[src/rtl/mem_port_arbiter.sv]
// Arbiter sharing one single-ported unified memory between the fetch (IF)
// and data (MEM) pipeline stages. One fixed-latency transaction at a time,
// round-robin on ties, with per-stage stall outputs for the hazard logic.
module mem_port_arbiter #(
    parameter int unsigned ADDR_W  = 32,
    parameter int unsigned DATA_W  = 32,
    parameter int unsigned MEM_LAT = 2
) (
    input  logic              clk,
    input  logic              rst,
    input  logic              if_req,
    input  logic [ADDR_W-1:0] if_addr,
    output logic [DATA_W-1:0] if_rdata,
    output logic              if_valid,
    input  logic              d_mem_read,
    input  logic              d_mem_write,
    input  logic [ADDR_W-1:0] d_addr,
    input  logic [DATA_W-1:0] d_wdata,
    output logic [DATA_W-1:0] d_rdata,
    output logic              d_valid,
    output logic              mem_en,
    output logic              mem_we,
    output logic [ADDR_W-1:0] mem_addr,
    output logic [DATA_W-1:0] mem_wdata,
    input  logic [DATA_W-1:0] mem_rdata,
    output logic              stall_if,
    output logic              stall_mem
);

    typedef enum logic [1:0] {
        IDLE,
        BUSY_IF,
        BUSY_D
    } state_t;

    localparam logic [3:0] LAT_LOAD = 4'(MEM_LAT - 1);

    state_t            state;
    logic              prio_d;
    logic [3:0]        cnt;
    logic [ADDR_W-1:0] lat_addr;
    logic [DATA_W-1:0] lat_wdata;
    logic              lat_we;

    logic d_req;
    logic grant_d;
    logic grant_if;
    logic issue;
    logic done;

    // Grant decision in IDLE; a simultaneous read+write is serviced as a store.
    always_comb begin
        d_req    = d_mem_read | d_mem_write;
        grant_d  = 1'b0;
        grant_if = 1'b0;
        if (!rst && state == IDLE) begin
            grant_d  = d_req & (~if_req | prio_d);
            grant_if = if_req & ~grant_d;
        end
        issue = grant_d | grant_if;
        done  = !rst && state != IDLE && cnt == '0;
    end

    // Memory-side strobes, pass-through on issue, completion pulses and stalls.
    always_comb begin
        mem_en    = issue;
        mem_we    = grant_d & d_mem_write;
        mem_addr  = lat_addr;
        mem_wdata = lat_wdata;
        if (grant_d) begin
            mem_addr = d_addr;
            if (d_mem_write) begin
                mem_wdata = d_wdata;
            end
        end else if (grant_if) begin
            mem_addr = if_addr;
        end
        if_valid  = done && state == BUSY_IF;
        d_valid   = done && state == BUSY_D;
        if_rdata  = if_valid ? mem_rdata : '0;
        d_rdata   = (d_valid && !lat_we) ? mem_rdata : '0;
        stall_if  = if_req & ~if_valid;
        stall_mem = d_req & ~d_valid;
    end

    // Transaction sequencer: latch on issue, count down latency, return to IDLE.
    always_ff @(posedge clk) begin
        if (rst) begin
            state     <= IDLE;
            prio_d    <= 1'b1;
            cnt       <= '0;
            lat_addr  <= '0;
            lat_wdata <= '0;
            lat_we    <= 1'b0;
        end else begin
            case (state)
                IDLE: begin
                    if (issue) begin
                        cnt      <= LAT_LOAD;
                        lat_addr <= mem_addr;
                        lat_we   <= grant_d & d_mem_write;
                        if (grant_d && d_mem_write) begin
                            lat_wdata <= d_wdata;
                        end
                        prio_d <= grant_if;
                        state  <= grant_d ? BUSY_D : BUSY_IF;
                    end
                end
                default: begin
                    if (cnt == '0) begin
                        state <= IDLE;
                    end else begin
                        cnt <= cnt - 4'd1;
                    end
                end
            endcase
        end
    end

endmodule

[config.mk]
export PLATFORM = sky130hd
export DESIGN_NAME = mem_port_arbiter
export DESIGN_NICKNAME = d
export VERILOG_FILES = /design/src/rtl/mem_port_arbiter.sv
export SDC_FILE = /design/constraint.sdc
export NUM_CORES = 1
export LEC_CHECK = 0
export CAP_MARGIN = 20
export CORE_MARGIN = 2
export CORE_UTILIZATION = 27
export DETAILED_ROUTE_END_ITERATION = 6
export HOLD_SLACK_MARGIN = 0.05
export PLACE_DENSITY_LB_ADDON = 0.15
export REMOVE_ABC_BUFFERS = 1
export SYNTH_ARGS = -nofsm -noshare
export SYNTH_HDL_FRONTEND = slang
export SYNTH_SLANG_ARGS = --single-unit
[constraint.sdc]
create_clock -name clk -period 2.36 [get_ports clk]
set_clock_uncertainty 0.15 [all_clocks]
set_input_delay 0.59 -clock clk [delete_from_list [all_inputs] [get_ports clk]]
set_output_delay 0.59 -clock clk [all_outputs]
set_load 0.01 [all_outputs]
# Word level (Yosys, flattened, before mapping)

Index checks and enable logic that the tools add are counted.

Flip-flop bits (word level): 72
Output and inout port bits: 134

Add/subtract/negate cells: 1
Equal/unequal tests: 4
Mux-type cells: 15
Bitwise operators: 12
Reduce and logical (&&, ||, !) cells: 17

Operators with widths:

| kind                                                                  | number |
|---|---|
| 32-bit two-way mux                                                    | 6 |
| 4-bit two-way mux                                                     | 3 |
| 2-bit two-way mux                                                     | 4 |
| 1-bit logical AND                                                     | 7 |
| 2-bit AND reduction                                                   | 3 |
| 1-bit bitwise AND                                                     | 5 |
| 4-bit logical NOT                                                     | 1 |
| 2-bit inequality test, second input constant                          | 2 |
| 1-bit NOT                                                             | 4 |
| 2-bit nonzero test                                                    | 2 |
| 4-bit by 1-bit subtractor with 4-bit output, second input constant    | 1 |
| 1-bit OR                                                              | 3 |
| 3-bit AND reduction                                                   | 1 |
| 2-bit by 1-bit equality test with 1-bit output, second input constant | 1 |
| 2-bit equality test, second input constant                            | 1 |
| 1-bit logical NOT                                                     | 2 |
| 2-bit logical NOT                                                     | 1 |
| 1-bit two-way mux                                                     | 2 |

# Depth between registers and ports, before layout

Gate-level depths: netlist (run 1).

Word-level depth: 9
Gate-level depth with buffers: 7
Gate-level depth less buffers: 6

# Worst setup path after synthesis (run 1)

No wires, ideal clock.

Path type: flip-flop to output port
From: register cnt[0]
To: output port d_rdata[10]
Data arrival time: 1877 ps
Required time: 1620 ps
Slack: -257 ps
Cell stages (with the launch flop): 8
Buffers on the path: 1
Path through: dfxtp_1 -> inv_1 -> ha_1 -> or3b_4 -> nor4b_2 -> and2b_2 -> buf_6 -> and2_1

Word-level cells in the longest chain between the ends: 5

Ends and longest elaborated chain:

| what                     | line | source |
|---|---|---|
| start: declaration       | 40   | `logic [3:0] cnt;` |
| start signal: assignment | 113  | `cnt <= cnt - 4'd1;` |
| 4-bit logical NOT        | 61   | `done = !rst && state != IDLE && cnt == '0;` |
| 1-bit logical AND        | 61   |  |
| 1-bit logical AND        | 79   | `d_valid = done && state == BUSY_D;` |
| named net d_valid        | 20   | `output logic d_valid,` |
| 1-bit logical AND        | 81   | `d_rdata = (d_valid && !lat_we) ? mem_rdata : '0;` |
| 32-bit two-way mux       | 81   |  |
| end: declaration         | 19   | `output logic [DATA_W-1:0] d_rdata,` |

The timed path passes the listed nets, and every way through them passes these cells.

# Final worst setup path (run 1)

From: register cnt[1]
To: output port d_rdata[4]

Word-level cells in the longest chain between the ends: 5

Ends and longest elaborated chain:

| what               | line |
|---|---|
| 4-bit logical NOT  | 61 |
| 1-bit logical AND  | 61 |
| 1-bit logical AND  | 79 |
| 1-bit logical AND  | 81 |
| 32-bit two-way mux | 81 |

No other way between the ends.

==> flow_metrics.py, run 1 <==
metrics = {
    "outcome": {
        "status": "finished with violations",
        "violations": "negative setup slack",
    },
    "job": {
        "drv_cap": 0,
    },
    "route": {
        "drt_pass1_iterations": 4,
        "vias_per_cell": 4.71,
        "drt_wl_total_mm": 17.8,
        "drc": 0,
        "detail_route.wl_per_cell_um": 18.1,
        "antenna_left": 0,
        "vias": 4607,
        "drt-initial-drc-count": 137,
    },
    "pwr": {
        "combPwrFrac": 0.435,
        "p_leak_nw": 4.53,
        "seq_power_share": 0.265,
        "powerDensity_mw_per_mm2": 616,
        "clockPowerShare": 0.300,
        "p_int_mw": 3.90,
        "p_sw_mw": 1.58,
        "swShare": 0.288,
        "peakVddDrop_uv": 327,
    },
    "timing": {
        "whs_ps": 300,
        "worst_slew_pin_slew_ps": 595,
        "drv_slew": 0,
        "period_needed_ps": 2930,
        "setup_viol": 133,
        "grt_setup_unrepaired": "yes",
        "fmax_mhz": 341,
        "fin_crit_sh": 1.24,
        "final.setup.tns_ps": -51270,
        "finalHoldViolations": 0,
        "finalWorstSetupSlack_ps": -572,
        "slew_headroom": 0.603,
    },
    "die": {
        "rows": 43,
        "io_pins": 267,
        "coreArea_mm2": 0.0138,
        "die_h_um": 123,
        "dieWidth_um": 123,
        "start_util": 0.275,
        "die-area_mm2": 0.0150,
    },
    "layout": {
        "nets": 929,
        "num_antenna_cells": 0,
        "design_area_mm2": 0.00890,
        "final_layout_size_suffix_gt1_frac": 0.546,
        "syn2layout_area_growth_pct": 134,
        "fill_cells": 1061,
        "final_common_cell": "buf_6",
        "fin_cells": 979,
        "layout_common_cells": "145 x buf_6, 128 x clkdlybuf4s50_1, 94 x buf_4",
    },
    "yosys": {
        "ys_warn_count": 0,
        "yosys_most_used_dff": "dfxtp_1",
        "syn_area_per_cell_um2": 10.0,
        "synth_top_family_by_area": "compound AO/OA/AOI/OAI gates",
        "synth_edf_count": 0,
        "synthMuxAreaShare": 0.118,
        "syn_inst": 379,
        "synthXorXnorAreaFrac": 0,
        "synth_cell_type_count": 41,
        "async_reset_ff_frac": 0,
        "synth_fa_ha_area_frac": 0.00659,
        "synth_compound_area_frac": 0.229,
        "synth-seq-cells": 72,
        "synthesis.area_mm2": 0.00380,
        "yosys.area_share.simple": 0.221,
        "ys_seq_area_frac": 0.379,
    },
    "grt": {
        "globalRoute.totalOverflow": 0,
        "grt_max_degree": 32,
        "grt_pass1_wl_mm": 24.7,
        "grt_util_all_layers": 0.218,
        "antenna_found_initial": 0,
        "grt_pass1_vias": 4635,
    },
    "hold_path": {
        "min_path_type": "reg -> reg",
    },
    "placed_design": {
        "placed_cell_area_mm2": 0.00713,
        "post-place-ws_ps": -1020,
        "place_hpwl_mm": 10.5,
        "gp_congestion": 0.779,
        "dpl.cell_count": 869,
        "io_buffers": 266,
    },
    "cts": {
        "h-tree-depth": 3,
        "insertion_delay_ps": 340,
        "cts-root-buf": "clkbuf_16",
        "cts.sinks": 72,
        "path_clk_slew_ps": 60,
        "cts_buffers": 9,
        "cts_tree": "built",
        "clock_path_buffers": 2,
    },
    "setup_path": {
        "start_kind": "register",
        "critPathKind": "reg -> out",
        "worstPathMaxFanout": 8,
        "critPathCaptureType": "output port",
        "crit_required_ps": 1620,
        "cp.arrival_ps": 2190,
    },
}
## layer usage
layer / part of all wire / routed length (µm) / GRT usage / vias up
li1: - / - / - / 2169
met1: 0.36 / 6380 / 0.224 / 2209
met2: 0.55 / 9710 / 0.422 / 201
met3: 0.073 / 1290 / 0.0520 / 28
met4: 0.021 / 374 / 0.0819 / 0
met5: 0 / 0 / 0 / -
## synth_stat cells (all sizes together), types with 2 or more instances
master   n  share of area
clkbuf  12          0.012
nand2b   2         0.0033
o21a     3         0.0059
nor2b   33          0.054
a22o    29          0.067
inv      6         0.0059
nor3b    4         0.0079
nor2     6         0.0059
o21ai    3         0.0040
nor4b    2          0.010
ha       2         0.0066
and2    64           0.11
o211ai   3         0.0059
a21o    61           0.12
a21oi    4         0.0063
dfxtp   72           0.38
a211oi   4         0.0079
or3      2         0.0033
nor3     6          0.011
buf     14          0.029
nand2    4         0.0040
mux2    32           0.12
## critical path: stages, from the launching register on
cell and delay (ps):
dfxtp_2 320, inv_2 70, ha_4 130, or3b_4 410
nor4b_4 230, and2b_2 200, buf_6 130, buf_12 120
and2_4 140, buf_6 90
## worst paths after layout
| path | startpoint | end | slack (ps) | cells after the start |
|---|---|---|---|---|
| hold / removal | lat_addr[16] | lat_addr[16] | 300 | 1 |
| setup reg to reg | prio_d | lat_addr[31] | 30 | 14 |
| hold reg to reg | lat_addr[16] | lat_addr[16] | 300 | 1 |
| setup / recovery | cnt[1] | d_rdata[4] | -570 | 9 |
## flip-flops by register name, summed over array words and instances (netlist names)
register / count
cnt: 4
lat_addr: 32
lat_wdata: 32
lat_we: 1
prio_d: 1
state: 2
## logic make-up (layout without fill, tap and decap cells)
group / after synthesis / after routing
and+or+nand+nor: 129 / 132
AOI/OAI and AO/OA: 112 / 112
DFF: 72 / 72
muxes: 32 / 32
buffers and inverters: 32 / 449
adders and majority gates: 2 / 2
## power by group through the flow
stage	Sequential, mW	Combinational (mW)	Clock [mW]
2_1_floorplan	1.46	0.757	0
3_3_place_gp	1.46	1.81	0
3_5_place_dp	1.47	1.83	0
4_1_cts	1.45	2.24	1.66
5_1_grt	1.47	2.54	1.72
6_report	1.45	2.38	1.64
## stage by stage
step,power [mW],util
6_report,5.48,0.643
5_1_grt,5.72,0.643
4_1_cts,5.35,0.608
3_5_place_dp,3.30,0.516
3_3_place_gp,3.28,0.516
2_1_floorplan,2.22,-
## area by class of cell
type                       instances  area [µm²]  share of cell area
timing repair buffer             427        4320               0.486
clock inverter                     6         113              0.0127
tap                              180         225              0.0253
inverter                           6        25.0             0.00281
sequential                        72        1450               0.163
multi-input combinational        278        2530               0.284
clock buffer                      10         239              0.0269
## repair_timing
action / CTS / global route
gates resized for setup: 745 / 112
hold buffers: 0 / 0
endpoints found under the setup margin: 134 / 138
pin swaps: 65 / 46
buffers inserted: 79 / 34
cloned: 12 / 4
No activity file was read; power rests on OpenSTA's default activity.
==> inputs of run 2 (changes only) <==
--- a/config.mk
+++ b/config.mk
@@ -7,7 +7,7 @@
 export LEC_CHECK = 0
 export CAP_MARGIN = 20
 export CORE_MARGIN = 2
-export CORE_UTILIZATION = 27
+export CORE_UTILIZATION = 32
 export DETAILED_ROUTE_END_ITERATION = 6
 export HOLD_SLACK_MARGIN = 0.05
 export PLACE_DENSITY_LB_ADDON = 0.15
==> run 2 against run 1 <==
  * The flow finishes with violations (design-rule violations, negative setup slack)
  * Hold slack gained 4.0 ps
  * Wire length shrank 6.1%
  * First-iteration DRC count grew 1.5%
  * Critical endpoint is now d_rdata[13]
  * Clock-buffer cell count is the same
  * Final cell count shrank 6.9%
  * Via count shrank 3.5%
  * Largest power group unchanged
  * Flip-flop and latch count is the same
==> flow_metrics.py, run 2 (synthesized netlist as in run 1, its figures left out) <==
metrics = {
    "layout": {
        "final_layout_size_suffix_gt1_frac": 0.514,
        "final_common_cell": "buf_6",
        "num_antenna_cells": 0,
        "fin_cells": 911,
        "syn2layout_area_growth_pct": 122,
        "layout_common_cells": "130 x buf_6, 128 x clkdlybuf4s50_1, 78 x buf_4",
        "biggestRegsByFlops": "lat_addr: 32 flops, lat_wdata: 32 flops, cnt: 4 flops",
        "nets": 898,
    },
    "pwr": {
        "peakVddDrop_uv": 350,
        "powerDensity_mw_per_mm2": 598,
        "p_leak_nw": 4.34,
    },
    "timing": {
        "final.setup.tns_ps": -51660,
        "grt_setup_unrepaired": "yes",
        "period_needed_ps": 2940,
        "finalHoldViolations": 0,
        "finalWorstSetupSlack_ps": -579,
        "setup_viol": 133,
        "fmax_mhz": 340,
        "worst_slew_pin_slew_ps": 449,
        "drv_slew": 0,
        "slew_headroom": 0.701,
        "fin_crit_sh": 1.25,
    },
    "route": {
        "drt-initial-drc-count": 139,
        "vias": 4447,
        "drc": 20,
        "drt_wl_total_mm": 16.7,
        "antenna_left": 0,
        "detail_route.wl_per_cell_um": 18.3,
        "drt_pass1_iterations": 6,
        "vias_per_cell": 4.88,
    },
    "setup_path": {
        "critPathKind": "reg -> out",
        "worstPathMaxFanout": 4,
        "start_kind": "register",
        "critPathCaptureType": "output port",
        "worstPathCellList": "inv_2 > ha_4 > or3b_4 > nor4b_4 > and2b_2 > buf_6 > buf_6 > and2_4 > buf_6",
        "startpoint": "cnt[0]",
        "cp.arrival_ps": 2200,
        "ff2ff_setup_slack_ps": 270,
        "r2r-start": "state[0]",
        "critPathMaxStageDelay_ps": 410,
        "crit_path_frequent_cell": "buf_6",
        "slowest_stage": "or3b_4",
        "crit_required_ps": 1620,
    },
    "die": {
        "die-area_mm2": 0.0128,
        "coreArea_mm2": 0.0115,
        "dieWidth_um": 113,
        "die_h_um": 113,
        "start_util": 0.330,
        "rows": 39,
        "io_pins": 267,
    },
    "placed_design": {
        "io_buffers": 266,
        "dpl.cell_count": 818,
        "place_hpwl_mm": 10.2,
        "gp_congestion": 0.812,
        "post-place-ws_ps": -1030,
    },
    "cts": {
        "cts-root-buf": "clkbuf_16",
        "cts.sinks": 72,
        "cts_buffers": 9,
        "cts_tree": "built",
        "clock_path_buffers": 2,
        "h-tree-depth": 3,
        "insertion_delay_ps": 330,
        "cts_hold_buffers": 0,
        "path_clk_slew_ps": 60,
    },
    "grt": {
        "antenna_found_initial": 0,
        "grt_max_degree": 42,
        "grt_util_all_layers": 0.234,
        "globalRoute.totalOverflow": 0,
        "grt_pass1_wl_mm": 23.6,
        "grt_pass1_vias": 4509,
    },
    "hold_path": {
        "min_from": "lat_addr[21]",
        "min_path_type": "reg -> reg",
    },
    "job": {
        "drv_cap": 0,
    },
    "outcome": {
        "violations": "design-rule violations, negative setup slack",
        "status": "finished with violations",
    },
}
-- run 2: changes by cell type in the layout (fill, tap and decap cells not counted), sizes merged --
cell	delta
clkbuf	+1
clkinvlp	+1
bufinv	-2
clkinv	+1
and3	-3
buf	-29
-- run 2: power by group --
| part | switching, mW | internal [mW] | total (mW) |
|---|---|---|---|
| registers | 0.0790 | 1.37 | 1.45 |
| clock network | 0.541 | 0.851 | 1.39 |
| logic | 0.859 | 1.33 | 2.19 |
| total | 1.48 | 3.56 | 5.04 |
-- run 2: routing by layer --
metal | track usage | vias up | routed length (µm)
li1 | - | 2112 | -
met1 | 0.251 | 2103 | 6020
met2 | 0.450 | 203 | 9020
met3 | 0.0552 | 29 | 1250
met4 | 0.0732 | 0 | 375
met5 | 0 | - | 0
-- run 2: worst paths after layout --
check,to,depth (start not counted)
worst max-delay path,d_rdata[13],9
worst min-delay path,lat_addr[21],1
worst max register to register,lat_addr[18],11
worst min register to register,lat_addr[21],1
-- run 2: layout make-up --
class	instances	area, µm²
clock inverter	6	65.1
clock buffer	10	239
timing repair buffer	399	4040
inverter	6	30.0
multi-input combinational	275	2420
fill	828	3090
sequential	72	1450
tap	143	179
-- run 2: critical path, delay by kind of cell (launching register included) --
kind,cells,cell delay (ps)
buf+inv,4,390
flops,1,310
simple gates,4,1040
fa+ha+maj,1,130
-- run 2: timing repair --
action / 4_1_cts / 5_1_grt
hold endpoints to repair: 0 / 0
setup endpoints to repair: 134 / 134
gates cloned: 11 / 7
setup buffers: 61 / 20
pin swaps: 54 / 35
resized for setup: 692 / 122
-- run 2: through the flow --
stage               power [mW]  hold WS [ps]  utilization  instance area, µm²
finish                    5.04           304        0.731                8420
global route              5.26           309        0.731                8420
CTS                       4.87           305        0.692                7970
detailed placement        3.27           289        0.607                6990
global placement          3.24           283        0.607                6990
floorplan                 2.22           276            -                3640
